## src/rtl/serial_word_tx.sv

```systemverilog
// ============================================================================
// Module   : serial_word_tx
// Purpose  : Shifts a loaded WIDTH-bit word out MSB-first, reps+1 frames,
//            then pulses done. Define SERIAL_WORD_TX_PARITY_EN for a trailing
//            even-parity bit on every frame.
// Revision : 1.0 - initial release
// ============================================================================
`default_nettype none

module serial_word_tx #(
  parameter int WIDTH = 8
) (
  input  logic             clk,
  input  logic             rst_n,
  input  logic             setar_palavra,
  input  logic [WIDTH-1:0] palavra,
  input  logic [3:0]       reps,
  input  logic             start,
  input  logic             abort,
  output logic             bit_out,
  output logic             bit_valid,
  output logic             busy,
  output logic             done
);

`ifdef SERIAL_WORD_TX_PARITY_EN
  localparam int FRAME = WIDTH + 1;
`else
  localparam int FRAME = WIDTH;
`endif
  localparam int CW = $clog2(FRAME);

  typedef enum logic [1:0] {
    S_IDLE  = 2'd0,
    S_ARMED = 2'd1,
    S_SHIFT = 2'd2,
    S_DONE  = 2'd3
  } state_t;

  state_t           state_q;
  logic [WIDTH-1:0] word_q;
  logic [3:0]       reps_q;
  logic [CW-1:0]    pos_q;
  logic [3:0]       frame_q;
  logic             bit_out_q;
  logic             bit_valid_q;
  logic             busy_q;
  logic             done_q;

  logic             w_bit;
  logic             w_last;

  // pos_q counts frame position upward; position 0 carries the MSB.
  always_comb begin
    w_bit = 1'b0;
    for (int i = 0; i < WIDTH; i++) begin
      if (pos_q == CW'(WIDTH - 1 - i)) w_bit = word_q[i];
    end
`ifdef SERIAL_WORD_TX_PARITY_EN
    if (pos_q == CW'(WIDTH)) w_bit = ^word_q;
`endif
    w_last = (pos_q == CW'(FRAME - 1));
  end

  always_ff @(posedge clk or negedge rst_n) begin
    if (!rst_n) begin
      state_q     <= S_IDLE;
      word_q      <= '0;
      reps_q      <= '0;
      pos_q       <= '0;
      frame_q     <= '0;
      bit_out_q   <= 1'b0;
      bit_valid_q <= 1'b0;
      busy_q      <= 1'b0;
      done_q      <= 1'b0;
    end else begin
      bit_out_q   <= 1'b0;
      bit_valid_q <= 1'b0;
      busy_q      <= 1'b0;
      done_q      <= 1'b0;
      case (state_q)
        S_IDLE: begin
          if (setar_palavra) begin
            word_q  <= palavra;
            reps_q  <= reps;
            state_q <= S_ARMED;
          end
        end
        S_ARMED: begin
          if (setar_palavra) begin
            word_q <= palavra;
            reps_q <= reps;
          end else if (start) begin
            pos_q   <= '0;
            frame_q <= '0;
            state_q <= S_SHIFT;
          end
        end
        S_SHIFT: begin
          bit_out_q   <= w_bit;
          bit_valid_q <= 1'b1;
          busy_q      <= 1'b1;
          if (abort) begin
            pos_q   <= '0;
            frame_q <= '0;
            state_q <= S_ARMED;
          end else if (w_last) begin
            pos_q <= '0;
            if (frame_q < reps_q) frame_q <= frame_q + 4'd1;
            else                  state_q <= S_DONE;
          end else begin
            pos_q <= pos_q + 1'b1;
          end
        end
        S_DONE: begin
          // Hold DONE through the pulse cycle so a start there is ignored.
          if (!done_q) done_q  <= 1'b1;
          else         state_q <= S_ARMED;
        end
        default: state_q <= S_IDLE;
      endcase
    end
  end

  assign bit_out   = bit_out_q;
  assign bit_valid = bit_valid_q;
  assign busy      = busy_q;
  assign done      = done_q;

endmodule

`default_nettype wire

```

## config.mk

```make
export PLATFORM = sky130hd
export DESIGN_NAME = serial_word_tx
export DESIGN_NICKNAME = d
export VERILOG_FILES = /design/src/rtl/serial_word_tx.sv
export SDC_FILE = /design/constraint.sdc
export NUM_CORES = 1
export LEC_CHECK = 0
export CAP_MARGIN = 20
export CORE_ASPECT_RATIO = 2
export CORE_MARGIN = 8
export CORE_UTILIZATION = 40
export DETAILED_ROUTE_END_ITERATION = 8
export GPL_TIMING_DRIVEN = 0
export SLEW_MARGIN = 0
export SYNTH_ARGS = -nofsm -noshare
export SYNTH_HDL_FRONTEND = slang
export SYNTH_SLANG_ARGS = --single-unit
```

## constraint.sdc

```tcl
create_clock -name clk -period 1.8 [get_ports clk]
set_input_delay 0.18 -clock clk [delete_from_list [all_inputs] [get_ports clk]]
set_output_delay 0.18 -clock clk [all_outputs]
set_load 0.01 [all_outputs]
```

# After elaboration in Yosys (flattened, before gate mapping)
# Cells that the tools add are included.
[op_classes]
addsub = 2
magnitude_cmp = 1
eq_ne = 17
n_mux = 31
reduce_logical = 8
[op_table]
columns = ["op", "n"]
rows = [
  ["$mux W4", 5],
  ["$mux W2", 7],
  ["$eq A3 B3 Y1 const B", 4],
  ["$mux W1", 12],
  ["$mux W3", 4],
  ["$ne A3 B3 Y1 const B", 3],
  ["$ne A2 B2 Y1 const B", 4],
  ["$pmux W2 S4", 1],
  ["$pmux W4 S2", 1],
  ["$eq A3 B2 Y1 const B", 2],
  ["$pmux W3 S2", 1],
  ["$reduce_and A6 Y1", 1],
  ["$reduce_and A5 Y1", 1],
  ["$add A4 B1 Y4 const B", 1],
  ["$eq A2 B2 Y1 const B", 2],
  ["$lt A4 B4 Y1", 1],
  ["$add A3 B1 Y3 const B", 1],
  ["$eq A3 B1 Y1 const B", 1],
  ["$logic_not A3 Y1", 1],
  ["$reduce_and A3 Y1", 1],
  ["$eq A2 B1 Y1 const B", 1],
  ["$logic_not A2 Y1", 1],
  ["$reduce_and A2 Y1", 1],
  ["$reduce_bool A2 Y1", 1],
  ["$reduce_or A2 Y1", 1],
]
[word_totals]
register_bits = 24
in_bits = 17
out_inout_bits = 4

# Depth between registers and ports, before layout
# Gate-level depths: netlist of the first run.
[logic_depth]
word_depth = 10
depth_mapped = 7

# Least setup slack after synthesis of the first run
# Ideal clock, no wire load.
[synth_path]
path_kind = "reg-to-reg"
startpoint = "reg state_q[0]"
endpoint = "reg frame_q[3]"
arrival_time_ps = 1730
required_ps = 1731
slack_ps = 0
path_stages_with_launch = 8
n_path_buf = 0
synth_period_minus_slack_ps = 1800
path_cell_list = "dfrtp_1 -> inv_1 -> ha_1 -> nor2b_1 -> a31oi_1 -> nand2b_1 -> or4_1 -> nand3_1"
[synth_via]
elab_chain_cells = 3
[synth_lines]
columns = ["item", "line_no", "source"]
rows = [
  ["start: declaration", "40", "state_t state_q;"],
  ["start signal: assignment", "67", "state_q <= S_IDLE;"],
  ["start signal: assignment", "86", "state_q <= S_ARMED;"],
  ["start signal: assignment", "96", "state_q <= S_SHIFT;"],
  ["$eq A2 B2 Y1 / $eq A2 B1 Y1 (equally long branches)", "81", "case (state_q)"],
  ["$ne A3 B3 Y1 (no line), or another cell as far along", "--", ""],
  ["$reduce_and A5 Y1 (no line)", "--", ""],
  ["end signal: assignment", "109", "if (frame_q < reps_q) frame_q <= frame_q + 4'd1;"],
  ["end: declaration", "44", "logic [3:0] frame_q;"],
]
# Parallel ways exist; a longest one is shown, timed or not.
# A chain may end at the register's enable or synchronous reset.

# Worst setup path in the final report of the first run
[layout_path]
startpoint = "reg reps_q[1]"
endpoint = "reg frame_q[3]"
[layout_via]
elab_chain_cells = 3
[layout_lines]
columns = ["item", "line_no", "source"]
rows = [
  ["start: declaration", "42", "logic [3:0] reps_q;"],
  ["start signal: assignment", "85", "reps_q <= reps;"],
  ["start signal: assignment", "92", "reps_q <= reps;"],
  ["$lt A4 B4 Y1", "109", ""],
  ["$ne A3 B3 Y1 (no line)", "--", ""],
  ["$reduce_and A5 Y1 (no line)", "--", ""],
]
# Every way passes these cells.

==> results of run 1 <==
area by class of cell:
class	count	area, sq um	share of cell area
inverters	17	66.3	0.0349
flip-flops and latches	24	602	0.316
clock inverters	1	30.0	0.0158
plain buffers	2	15.0	0.00789
multi-input cells	83	791	0.416
clock buffers	3	41.3	0.0217
well taps	32	40.0	0.0211
repair buffers	34	317	0.166
worst min path at each step:
stage / startpoint / to / slack (ns) / cells after the start
after floorplan: rst_n / bit_out / -0.12 / 0
after global placement: done / done / 0.43 / 1
after detailed placement: done / done / 0.43 / 1
after CTS: done / done / 0.47 / 1
after global routing: rst_n / word_q[3] / 0.35 / 1
final: rst_n / word_q[7] / 0.29 / 1
metrics by stage:
step | instances | worst slack, ns | TNS, ns | hold slack, ns
3_3_place_gp | 178 | -0.306 | -1.87 | 0.434
2_1_floorplan | 126 | 0.000230 | 0 | -0.116
6_report | 196 | -0.0154 | -0.0293 | 0.289
4_1_cts | 188 | -0.0473 | -0.0625 | 0.465
5_1_grt | 196 | -0.115 | -0.496 | 0.347
3_5_place_dp | 178 | -0.379 | -2.70 | 0.433
kinds of logic (layout without fill, tap and decap cells):
family / count (synthesis) / in the layout / synth area share
multiplexers: 14 / 14 / 0.113
AND/OR/NAND/NOR: 26 / 26 / 0.113
buffers and inverters: 19 / 57 / 0.0554
flip-flops: 24 / 24 / 0.436
adder cells (fa/ha/maj): 15 / 15 / 0.136
AO/OA/AOI/OAI: 28 / 28 / 0.148
placed cells by master, fill, tap and decap left out, drive strengths merged, types with 2 or more instances in the layout:
master          n
nand3           2
nand2           7
o21ai           7
mux2i           2
nor2            2
mux2           12
nor3b           2
ha             15
clkdlybuf4s50  20
a31oi           2
buf            16
clkbuf          3
inv            17
a21oi           6
or4             2
o31ai           2
nor2b           3
o221ai          2
dfrtp          24
nand2b          4
worst max-delay path, delay by kind of cell, from the launching register on:
family                   cells  cell delay (ns)
AND/OR/NAND/NOR              2             0.57
buffers and inverters        1             0.07
adder cells (fa/ha/maj)      1             0.20
flip-flops                   1             0.40
AO/OA/AOI/OAI                2             0.51
registers in the layout, indices dropped and copies added (netlist names):
| name | flops |
|---|---|
| done | 1 |
| frame_q | 4 |
| state_q | 2 |
| busy | 1 |
| bit_out | 1 |
| pos_q | 3 |
| word_q | 8 |
| reps_q | 4 |
power groups by stage:
stage	Combinational, mW	Clock [mW]	Sequential (mW)
global route	1.20	0.503	0.887
floorplan	0.582	0	0.826
global placement	0.786	0	0.850
CTS	1.00	0.486	0.854
finish	1.09	0.477	0.859
detailed placement	0.804	0	0.860
repair_timing:
| action | in CTS | in global routing |
|---|---|---|
| pin swaps | 4 | 5 |
| gates resized for setup | 20 | 5 |
| setup buffers | 6 | 7 |
| endpoints found under the setup margin | 18 | 6 |
per-layer routing:
layer  GRT usage  vias to the layer above
met3      0.0183                        8
met5           0                        -
met2       0.219                       23
li1            -                      519
met1       0.111                      538
met4      0.0661                        0
==> impl_metrics.tcl, run 1 <==
set metrics [dict create \
    power_per_cell_area_nw_per_um2 1280 \
    routed_wl_um 3110 \
    wl_met1_um 1100 \
    initial_core_util 0.413 \
    min_period_over_period 1.01 \
    antenna_left 0 \
    num_rows 30 \
    clk_latency_ns 0.27 \
    violations "setup timing" \
    reg2reg_setup_slack_ns -0.02 \
    grtUsageTotal 0.116 \
    leakagePower_nw 0.842 \
    grt_pass1_vias 1175 \
    worst_slew_pin_slew_ns 0.628 \
    cts_buffer_depth 2 \
    p_clk_frac 0.196 \
    skew_ns 0.00852 \
    crit_end "frame_q[3]" \
    cts-root-buf "clkbuf_8" \
    cp-startpoint "reps_q[1]" \
    dp_hpwl_um 2230 \
    critPathKind "reg2reg" \
    grt_pass1_wl_um 5200 \
    yosys.area.top_type_share 0.436 \
    finalMaxSlewViolations 0 \
    cp.arrival_ns 2.02 \
    wl_met3_um 116 \
    switchingPower_mw 0.787 \
    postSynthAreaPerCell_sq_um 10.9 \
    synth_warnings 0 \
    internal-power_mw 1.64 \
    placed_cell_area_sq_um 1620 \
    grt_max_degree 25 \
    yosys-top-cells-count "dfrtp_1, inv_1, ha_1" \
    max_slew_margin 0.580 \
    netlist_instances 126 \
    clkTransAtPathRegs_ns 0.09 \
    rsz0062_at_grt "yes" \
    seqPwrFrac 0.354 \
    yosysSeqAreaShare 0.436 \
    slowest_stage "or4_1" \
    dieArea_sq_um 5700 \
    drt_iter0_markers 10 \
    synth.area.top_cells "dfrtp_1, ha_1, mux2_2, inv_1, a21oi_1" \
    synth_fp_nets 158 \
    fill_cells 281 \
    cp.required_ns 2.01 \
    dominantRegCellSynth "dfrtp_1" \
    critPathLaunchType "register" \
    wl_per_cell_um 15.9 \
    htree_levels 1 \
    cp_slowest_stage_delay_ns 0.48 \
    die_w_um 57.5 \
    drc 0 \
    peakVddDrop_mv 0.842 \
    synth_seq_cells 24 \
    topRoutingLayerUsed "met4" \
    numCtsBuffers 3 \
    io_buffers 20 \
    setup_violations 2 \
    coreArea_sq_um 3340 \
    hold_path.class "in2async" \
    hold_viol_final 0 \
    met2_length_um 1810 \
    synth_top_cell_by_area "dfrtp_1" \
    num_vias 1088 \
    power_mw 2.43 \
    path_max_fanout 5 \
    synth_area_sq_um 1380 \
    diodes 0 \
    drtPass1Iterations 4 \
    timing.final.ws_setup_ns -0.0154 \
    gp_congestion 0.831 \
    holdBufCountCts 0 \
    final_util 0.569 \
    stdcell_area_sq_um 1900 \
    synthArstFlopShare 1.00 \
    end_kind "register" \
    fmax_mhz 551 \
    io_pins 21 \
    maxCapViolCount 0 \
    grt_antenna_before_repair 0 \
    clock_sinks 24 \
    synthToLayoutAreaGrowth_pct 37.9 \
    r2r-start "reps_q[1]" \
    drive_above_1_share 0.305 \
    yosysMostFrequentCell "dfrtp_1" \
    p_comb_frac 0.450 \
    rr_endpoint "frame_q[3]" \
    overflow 0 \
    yosysUniqueCellTypes 34 \
    status "complete, but fails checks" \
    synth_edf_count 0 \
    fin_nets 197 \
    cts_tree "yes" \
    vias_per_cell 5.55 \
    crit_chain "inv_2 -> ha_4 -> a2111oi_4 -> o21ai_2 -> or4_1 -> nand3_1" \
    r2r_cells 6 \
    switching_share 0.324 \
    die_h_um 99.0 \
    finalCriticalPeriod_ns 1.82 \
]
Power figures use the tool's default switching activity.
==> run 2, diff against run 1 <==
--- a/config.mk
+++ b/config.mk
@@ -8,10 +8,11 @@
 export CAP_MARGIN = 20
 export CORE_ASPECT_RATIO = 2
 export CORE_MARGIN = 8
-export CORE_UTILIZATION = 40
+export CORE_UTILIZATION = 25
 export DETAILED_ROUTE_END_ITERATION = 8
 export GPL_TIMING_DRIVEN = 0
 export SLEW_MARGIN = 0
 export SYNTH_ARGS = -nofsm -noshare
 export SYNTH_HDL_FRONTEND = slang
 export SYNTH_SLANG_ARGS = --single-unit
+export TNS_END_PERCENT = 20
==> run 2 against run 1 <==
Net effect: the flow now finishes without violations; global-route usage down 3.4 points; worst setup slack better by 0.032 ns; first-iteration DRC count rose to 3.5 times the previous value; die area up 46%; final cell count up 11%.
==> impl_metrics.tcl, run 2 (synthesis gave the netlist of run 1 again) <==
set metrics [dict create \
    status "completed" \
    fmax_mhz 561 \
    htree_levels 1 \
    mostFrequentLayoutCells "dfrtp_1, clkdlybuf4s50_1, inv_1" \
    crit_family "simple AND/OR/NAND/NOR gates" \
    cp.required_ns 2.00 \
    overflow 0 \
    vias_per_cell 4.81 \
    drt_iter0_markers 35 \
    dieArea_sq_um 8290 \
    peakVddDrop_mv 0.546 \
    die_h_um 121 \
    cp_slowest_stage_delay_ns 0.41 \
    max_flop_register "word_q" \
    drtPass1Iterations 4 \
    num_rows 38 \
    r2r_cells 7 \
    fin_nets 190 \
    diodes 0 \
    leakagePower_nw 0.801 \
    skew_ns 0.00680 \
    dp_hpwl_um 2410 \
    cts-root-buf "clkbuf_8" \
    end_kind "register" \
    fin_cells 217 \
    initial_core_util 0.257 \
    min_period_over_period 0.991 \
    layout_commonest_cell "dfrtp_1" \
    drc 0 \
    hold_viol_final 0 \
    crit_chain "ha_1 -> o21a_1 -> nor2_2 -> o21ai_2 -> buf_6 -> or4_1 -> o21ai_1" \
    clk_latency_ns 0.28 \
    rr_endpoint "frame_q[2]" \
    grt_antenna_before_repair 0 \
    grt_pass1_wl_um 5110 \
    cts_buffer_depth 2 \
    reg2reg_setup_slack_ns 0.02 \
    rsz0062_at_grt "yes" \
    cp.buffers_inverters 1 \
    grtUsageTotal 0.0815 \
    top_regs "word_q: 8 flops, frame_q: 4 flops, reps_q: 4 flops" \
    critPathLaunchType "register" \
    finalMaxSlewViolations 0 \
    largest_register_ffs 8 \
    routed_wl_um 3070 \
    hold_path.class "in2async" \
    synthToLayoutAreaGrowth_pct 35.4 \
    antenna_left 0 \
    cp-startpoint "frame_q[2]" \
    critPathKind "reg2reg" \
    path_depth 7 \
    crit_end "frame_q[2]" \
    hold_ws_ns 0.168 \
    clock_sinks 24 \
    num_vias 1044 \
    io_pins 21 \
    io_buffers 20 \
    cts_tree "yes" \
    place_inst 207 \
    r2r-start "frame_q[2]" \
    max_slew_margin 0.760 \
    setup_violations 0 \
    coreArea_sq_um 5370 \
    finalCriticalPeriod_ns 1.78 \
    grt_pass1_vias 1150 \
    gp_congestion 0.779 \
    numCtsBuffers 3 \
    slowest_stage "dfrtp_1" \
    grt_max_degree 19 \
    wl_per_cell_um 14.1 \
    path_max_fanout 5 \
    power_per_cell_area_nw_per_um2 1210 \
    clkTransAtPathRegs_ns 0.09 \
    worst_slew_pin_slew_ns 0.359 \
    drive_above_1_share 0.280 \
    cp.arrival_ns 1.99 \
    die_w_um 68.5 \
    maxCapViolCount 0 \
]
run 2: changes by cell type in the layout (fill, tap and decap cells not counted), sizes merged:
cell / delta
bufinv: -1
buf: -7
clkbuf: +1
run 2: worst reg2reg max path: stages, from the launching register on:
cell and delay, ns:
dfrtp_1 0.41, ha_1 0.29, o21a_1 0.18, nor2_2 0.14, o21ai_2 0.09, buf_6 0.13
or4_1 0.39, o21ai_1 0.08
run 2: layout make-up:
class	instances	area (sq um)
Clock buffer	4	55.1
Tap cell	60	75.1
Sequential cell	24	602
Fill cell	561	3510
Inverter	17	66.3
Buffer	2	15.0
Timing Repair Buffer	27	264
Multi-Input combinational cell	83	790
run 2: worst min path at each step:
stage | slack, ns | depth (start not counted) | end
floorplan | -0.12 | 0 | bit_out
global placement | 0.45 | 1 | done
finish | 0.17 | 1 | word_q[7]
CTS | 0.17 | 1 | word_q[7]
detailed placement | 0.45 | 1 | done
global route | 0.18 | 1 | word_q[3]
run 2: per-layer routing:
layer / vias to the layer above / part of all wire / global-route usage
met2: 12 / 0.58 / 0.152
met1: 524 / 0.35 / 0.0739
met4: 0 / 0.037 / 0.0606
met5: - / 0 / 0
li1: 502 / - / -
met3: 6 / 0.026 / 0.00925
run 2: per-stage QoR:
step	util	worst slack (ns)	setup TNS (ns)	total power, mW	area [sq um]
after floorplan	-	0.000230	0	1.41	1380
after global placement	0.308	-0.351	-2.51	1.66	1650
after detailed placement	0.311	-0.355	-3.01	1.69	1670
after CTS	0.341	-0.0491	-0.144	2.22	1830
after global routing	0.347	-0.0676	-0.161	2.39	1870
final	0.347	0.0169	0	2.26	1870
run 2: timing repair:
| action | 4_1_cts | 5_1_grt |
|---|---|---|
| resized for setup | 19 | 6 |
| buffers inserted | 5 | 1 |
| hold buffers | 0 | 0 |
| pin swaps | 5 | 4 |
| endpoints found under the setup margin | 18 | 7 |
run 2: power by group:
group / switching, mW / leakage [nW] / total (mW) / internal, mW
registers: 0.131 / 0.303 / 0.856 / 0.725
clock network: 0.188 / 0.0288 / 0.383 / 0.196
logic: 0.466 / 0.469 / 1.02 / 0.554
